$ cat src/rtl/fir_pkg.sv
// rtl/fir_pkg.sv - shared widths, sample typedefs and counter helper for the fir datapath
package fir_pkg;

    localparam int FIR_X_W     = 17;
    localparam int FIR_Y_W     = 36;
    localparam int FIR_Q_W     = 16;
    localparam int FIR_SHIFT_W = 6;

    typedef logic signed [FIR_Y_W-1:0] fir_y_t;
    typedef logic signed [FIR_Q_W-1:0] fir_q_t;

    function automatic logic [15:0] sat_inc16(input logic [15:0] c);
        return (c == 16'hFFFF) ? c : c + 16'd1;
    endfunction

endpackage

$ cat src/rtl/fir_out_requant_if.sv
// rtl/fir_out_requant_if.sv - ready/valid output stream of the requantizer
interface fir_out_requant_if #(
    parameter int OUT_W = 16
);
    logic signed [OUT_W-1:0] q_out;
    logic                    q_vld;
    logic                    q_rdy;

    modport master (output q_out, output q_vld, input q_rdy);
    modport slave  (input q_out, input q_vld, output q_rdy);
endinterface

$ cat src/rtl/fir_req_fifo.sv
// rtl/fir_req_fifo.sv - single-clock FIFO, power-of-two depth, extra pointer MSB for full/empty
module fir_req_fifo #(
    parameter int DEPTH = 8,
    parameter int W     = 16
) (
    input  logic                   clk,
    input  logic                   reset,
    input  logic                   push,
    input  logic                   pop,
    input  logic [W-1:0]           din,
    output logic [W-1:0]           dout,
    output logic                   full,
    output logic                   empty,
    output logic [$clog2(DEPTH):0] level
);
    localparam int AW = $clog2(DEPTH);

    logic [AW:0]  wr_ptr;
    logic [AW:0]  rd_ptr;
    logic [W-1:0] mem [DEPTH];
    logic         wr_en;
    logic         rd_en;

    assign empty = (wr_ptr == rd_ptr);
    assign full  = (wr_ptr[AW] != rd_ptr[AW]) && (wr_ptr[AW-1:0] == rd_ptr[AW-1:0]);
    assign level = wr_ptr - rd_ptr;
    assign rd_en = pop && !empty;
    // A pop in the same cycle frees the slot, so a full FIFO still accepts the push.
    assign wr_en = push && (!full || rd_en);
    assign dout  = mem[rd_ptr[AW-1:0]];

    always_ff @(posedge clk or posedge reset) begin
        if (reset) begin
            wr_ptr <= '0;
            rd_ptr <= '0;
            for (int i = 0; i < DEPTH; i++) begin
                mem[i] <= '0;
            end
        end else begin
            if (wr_en) begin
                mem[wr_ptr[AW-1:0]] <= din;
                wr_ptr              <= wr_ptr + (AW+1)'(1);
            end
            if (rd_en) begin
                rd_ptr <= rd_ptr + (AW+1)'(1);
            end
        end
    end

endmodule

$ cat src/rtl/fir_out_requant.sv
// rtl/fir_out_requant.sv - round/shift/fit fir results to 16 bits and queue them for a ready/valid consumer
// FIR_REQ_SAT_EN: clip to the output range and count clips; otherwise wrap and tie sat_cnt to 0.
module fir_out_requant
    import fir_pkg::*;
#(
    parameter int IN_W    = FIR_Y_W,
    parameter int OUT_W   = FIR_Q_W,
    parameter int SHIFT_W = FIR_SHIFT_W,
    parameter int DEPTH   = 8
) (
    input  logic                     clk,
    input  logic                     reset,
    input  logic signed [IN_W-1:0]   y_in,
    input  logic                     y_vld,
    input  logic [SHIFT_W-1:0]       shift,
    fir_out_requant_if.master        q,
    output logic [$clog2(DEPTH):0]   fifo_lvl,
    output logic [15:0]              drop_cnt,
    output logic [15:0]              sat_cnt
);
    localparam logic [SHIFT_W-1:0] S_MAX = SHIFT_W'(IN_W - 1);

    logic [SHIFT_W-1:0]      s;
    logic signed [IN_W:0]    ext;
    logic signed [IN_W:0]    add;
    logic signed [IN_W:0]    sum;
    logic signed [IN_W:0]    r1_d;
    logic signed [IN_W:0]    r1;
    logic                    v1;
    logic signed [OUT_W-1:0] q2_d;
    logic signed [OUT_W-1:0] q2;
    logic                    v2;
    logic                    clip;
    logic                    full;
    logic                    empty;
    logic                    pop;
    logic                    push;
    logic                    drop;
    logic [OUT_W-1:0]        fifo_dout;

    // One guard bit above IN_W keeps the rounding addend from overflowing.
    always_comb begin
        s    = (shift > S_MAX) ? S_MAX : shift;
        ext  = {y_in[IN_W-1], y_in};
        add  = '0;
        if (s != '0) begin
            add = (IN_W+1)'(1) << (s - SHIFT_W'(1));
        end
        sum  = ext + add;
        r1_d = sum >>> s;
    end

    always_ff @(posedge clk or posedge reset) begin
        if (reset) begin
            v1 <= 1'b0;
            r1 <= '0;
        end else begin
            v1 <= y_vld;
            if (y_vld) begin
                r1 <= r1_d;
            end
        end
    end

`ifdef FIR_REQ_SAT_EN
    localparam logic signed [IN_W:0] Q_MAX = (IN_W+1)'((64'sd1 <<< (OUT_W - 1)) - 64'sd1);
    localparam logic signed [IN_W:0] Q_MIN = ~Q_MAX;

    always_comb begin
        clip = 1'b0;
        q2_d = OUT_W'(r1);
        if (r1 > Q_MAX) begin
            clip = 1'b1;
            q2_d = OUT_W'(Q_MAX);
        end else if (r1 < Q_MIN) begin
            clip = 1'b1;
            q2_d = OUT_W'(Q_MIN);
        end
    end

    always_ff @(posedge clk or posedge reset) begin
        if (reset) begin
            sat_cnt <= '0;
        end else if (v1 && clip) begin
            sat_cnt <= sat_inc16(sat_cnt);
        end
    end
`else
    assign clip    = 1'b0;
    assign q2_d    = OUT_W'(r1);
    assign sat_cnt = '0;
`endif

    always_ff @(posedge clk or posedge reset) begin
        if (reset) begin
            v2 <= 1'b0;
            q2 <= '0;
        end else begin
            v2 <= v1;
            if (v1) begin
                q2 <= q2_d;
            end
        end
    end

    // No bypass: pop needs q_vld, so an empty FIFO never pops the sample being pushed.
    assign pop  = q.q_vld && q.q_rdy;
    assign push = v2 && (!full || pop);
    assign drop = v2 && full && !pop;

    fir_req_fifo #(
        .DEPTH (DEPTH),
        .W     (OUT_W)
    ) u_fifo (
        .clk   (clk),
        .reset (reset),
        .push  (push),
        .pop   (pop),
        .din   (q2),
        .dout  (fifo_dout),
        .full  (full),
        .empty (empty),
        .level (fifo_lvl)
    );

    assign q.q_out = fifo_dout;
    assign q.q_vld = !empty;

    always_ff @(posedge clk or posedge reset) begin
        if (reset) begin
            drop_cnt <= '0;
        end else if (drop) begin
            drop_cnt <= sat_inc16(drop_cnt);
        end
    end

endmodule

$ cat src/flat_wrapper.sv
// flat-port wrapper written by rule: the top's interface ports become plain ports
module fir_out_requant_flat import fir_pkg::*;
#(
    parameter int IN_W    = FIR_Y_W,
    parameter int OUT_W   = FIR_Q_W,
    parameter int SHIFT_W = FIR_SHIFT_W,
    parameter int DEPTH   = 8
)
  (clk, reset, y_in, y_vld, shift, fifo_lvl, drop_cnt, sat_cnt, q_q_out, q_q_vld, q_q_rdy);
  fir_out_requant_if #(.OUT_W(OUT_W)) q_i ();
  input  logic clk;
  input  logic reset;
  input  logic signed [IN_W-1:0] y_in;
  input  logic y_vld;
  input  logic [SHIFT_W-1:0] shift;
  output logic [$clog2(DEPTH):0] fifo_lvl;
  output logic [15:0] drop_cnt;
  output logic [15:0] sat_cnt;
  output wire logic [$bits(q_i.q_out)-1:0] q_q_out;
  output wire logic [$bits(q_i.q_vld)-1:0] q_q_vld;
  input wire logic [$bits(q_i.q_rdy)-1:0] q_q_rdy;
  assign q_q_out = q_i.q_out;
  assign q_q_vld = q_i.q_vld;
  assign q_i.q_rdy = q_q_rdy;
  fir_out_requant #(.IN_W(IN_W), .OUT_W(OUT_W), .SHIFT_W(SHIFT_W), .DEPTH(DEPTH)) u_core (.clk(clk), .reset(reset), .y_in(y_in), .y_vld(y_vld), .shift(shift), .q(q_i), .fifo_lvl(fifo_lvl), .drop_cnt(drop_cnt), .sat_cnt(sat_cnt));
endmodule
$ cat config.mk
export PLATFORM = sky130hd
export DESIGN_NAME = fir_out_requant_flat
export DESIGN_NICKNAME = d
export VERILOG_FILES = /design/src/rtl/fir_pkg.sv /design/src/rtl/fir_out_requant_if.sv /design/src/rtl/fir_req_fifo.sv /design/src/rtl/fir_out_requant.sv /design/src/flat_wrapper.sv
export SDC_FILE = /design/constraint.sdc
export NUM_CORES = 1
export LEC_CHECK = 0
export CORE_UTILIZATION = 55
export DETAILED_ROUTE_END_ITERATION = 10
export PLACE_DENSITY = 0.83
export SYNTH_ARGS = -nofsm -noshare
export SYNTH_HDL_FRONTEND = slang
export SYNTH_SLANG_ARGS = --single-unit
export TNS_END_PERCENT = 20
$ cat constraint.sdc
create_clock -name clk -period 7.2 [get_ports clk]
set_clock_uncertainty 0.2 [all_clocks]
set_input_delay 0.72 -clock clk [delete_from_list [all_inputs] [get_ports clk]]
set_output_delay 0.72 -clock clk [all_outputs]
set_load 0.03 [all_outputs]
==> results_dict.tcl <==
set metrics [dict create \
    post-cts-setup-buffers 0 \
    syn_to_final_growth_pct 11.8 \
    row_count 56 \
    final_cells 1720 \
    drcViolationCount 0 \
    cp_max_fo 16 \
    final-setup-viol-count 0 \
    dp_hpwl_um 27100 \
    gp_congestion 1.05 \
    num_vias 11325 \
    die_area_mm2 0.0248 \
    finalSetupTns_ns 0 \
    use_met1 0.410 \
    tightest_slew_ns 1.17 \
    ys_warn_count 0 \
    ys_ff_latch 186 \
    track_usage 0.320 \
    synth_top_area_frac 0.350 \
    yosysSeqAreaShare 0.350 \
    avgSynthCellArea_um2 9.84 \
    path_clk_slew_ns 0.07 \
    peakVddDrop_mv 0.376 \
    crit_arrival_ns 6.45 \
    cts-resized-gates 0 \
    synthCells 1352 \
    drt_iter0_markers 1134 \
    n_antenna_cell 0 \
    grt_start_max_net_pins 114 \
    antenna_left 0 \
    hp-class "register to register" \
    hold_violations 0 \
    cp-end-kind "register" \
    die_x_um 158 \
    drive_above_1_share 0.207 \
    max-clock-path-buffers 2 \
    crit_type "input pin to register" \
    die_y_um 158 \
    gr-usage-met3 0.0487 \
    portBuffers 82 \
    wire_per_inst_um 22.3 \
    cts.htree.levels 4 \
    utilization 0.630 \
    rsz0062_at_grt "no" \
    cap_violations 0 \
    io_pins 99 \
    synthesis.area_mm2 0.0133 \
    synth_cell_types 85 \
    startpoint_type "input pin" \
    cts_tree "done" \
    required_ns 7.37 \
    power.leakage_nw 6.26 \
    relSlewSlack 0.219 \
    yosys-top-cells-area "dfrtp_1, mux2_2, mux4_2" \
    synth_commonest_cells "dfrtp_1, mux2_2, nand2_1" \
    cts_made_buffers 17 \
    top_usage_layer "met2" \
    floorplan.initialDensity 0.564 \
    coreArea_mm2 0.0236 \
    root_buffer "clkbuf_16" \
    synth_edf_count 0 \
    power-per-cell-area_mw_per_mm2 344 \
    yosysMostFrequentCell "dfrtp_1" \
    wl_um 38400 \
    slew_violations 0 \
    fin_crit_ns 6.28 \
    use_met2 0.525 \
    async_flop_share 1.00 \
    viasPerCell 6.58 \
    cts.sinks 186 \
    status "finished, final reports clean" \
    fin_nets 1479 \
    grt_pass1_wl_um 60500 \
    clk_latency_ns 0.44 \
    synth-main-ff-cell "dfrtp_1" \
    gr-total-overflow 0 \
    antenna_found_initial 0 \
    max_freq_ghz 0.159 \
    dr.pass1.iters 5 \
    finalCritPeriodShare 0.872 \
    grt_pass1_vias 11011 \
    yosysTopAreaCell "dfrtp_1" \
    cts_hold_buf 0 \
    numPlacedInstances 1689 \
]
[cell usage in the layout (no fill, tap or decap), drive strengths merged, types with 17 or more instances in the layout]
cell           Yosys  layout
mux2i             41      41
xnor2             35      35
dfrtp            186     186
nand2            144     144
ha                42      42
a211oi            18      18
inv               14      20
nand4             19      19
a21oi             76      76
mux2             154     154
buf               62      25
nor3              42      42
clkdlybuf4s50      0      82
nor2             103     103
nand3             28      28
clkbuf            43      18
o21ai             60      60
conb               1      17
mux4              37      37
[critical path, stage by stage]
cell             delay (ns)
clkdlybuf4s50_1        0.61
o31a_1                 0.43
nor2_2                 0.53
nand2_1                0.54
nor3_1                 0.37
ha_1                   0.37
nand4_1                0.16
o22ai_1                0.12
a211oi_2               0.54
o21ai_2                0.21
a21oi_1                0.43
mux2i_1                0.24
o221ai_1               0.26
o21a_1                 0.25
a2111oi_1              0.46
o32a_1                 0.21
[sequential cells by signal, indices dropped and copies added, names as in the netlist]
name,cells
u_core.v2,1
u_core.drop_cnt,16
u_core.u_fifo.rd_ptr,4
u_core.q2,16
u_core.u_fifo.mem,128
u_core.u_fifo.wr_ptr,4
u_core.v1,1
u_core.r1,16
[routing by layer]
layer | up-vias | wire length [µm]
met3 | 110 | 2830
met4 | 0 | 1650
met1 | 5567 | 15700
li1 | 5088 | -
met5 | - | 0
met2 | 560 | 18200
[area by class of cell]
type | instances | area, µm²
Clock buffer | 18 | 439
Clock inverter | 13 | 178
Fill cell | 1864 | 8740
Inverter | 16 | 65.1
Multi-Input combinational cell | 1061 | 8130
Sequential cell | 186 | 4660
Tap cell | 319 | 399
Timing Repair Buffer | 107 | 1010
[final timing paths]
check / slack (ns) / startpoint / to / depth (start not counted)
setup reg to reg: 2.97 / u_core.u_fifo.rd_ptr[2] / u_core.u_fifo.mem[23] / 10
hold / removal: 0.30 / u_core.drop_cnt[5] / u_core.drop_cnt[5] / 1
max in group asynchronous: 4.53 / reset / u_core.u_fifo.rd_ptr[0] / 3
setup / recovery: 0.92 / shift[4] / u_core.r1[7] / 16
hold reg to reg: 0.30 / u_core.drop_cnt[5] / u_core.drop_cnt[5] / 1
min in group asynchronous: 0.67 / reset / u_core.drop_cnt[3] / 2
[power breakdown]
part	internal (mW)	switching [mW]
registers	1.47	0.295
logic	1.16	1.20
clock network	0.536	0.440
total	3.17	1.94
[cell families (layout without fill, tap and decap cells)]
family | after synthesis | in the layout | share of synthesized area
adders and majority gates | 44 | 44 | 0.0425
DFF | 186 | 186 | 0.350
and+or+nand+nor | 405 | 405 | 0.140
xor gates and xnor gates | 49 | 49 | 0.0322
other | 1 | 17 | 0.000282
AOI/OAI and AO/OA | 314 | 314 | 0.168
buffers and inverters | 121 | 154 | 0.0441
muxes | 232 | 232 | 0.224
[per-stage QoR]
stage | area (µm²) | power [mW] | worst slack (ns) | hold WS, ns
after floorplan | 13400 | 3.36 | 1.22 | 0.152
after global placement | 14300 | 3.96 | 0.690 | 0.276
after detailed placement | 14300 | 4.09 | 0.653 | 0.285
after CTS | 14900 | 5.11 | 1.06 | 0.295
after global routing | 14900 | 5.37 | 0.598 | 0.317
final | 14900 | 5.11 | 0.922 | 0.297
Power figures use the tool's default switching activity.
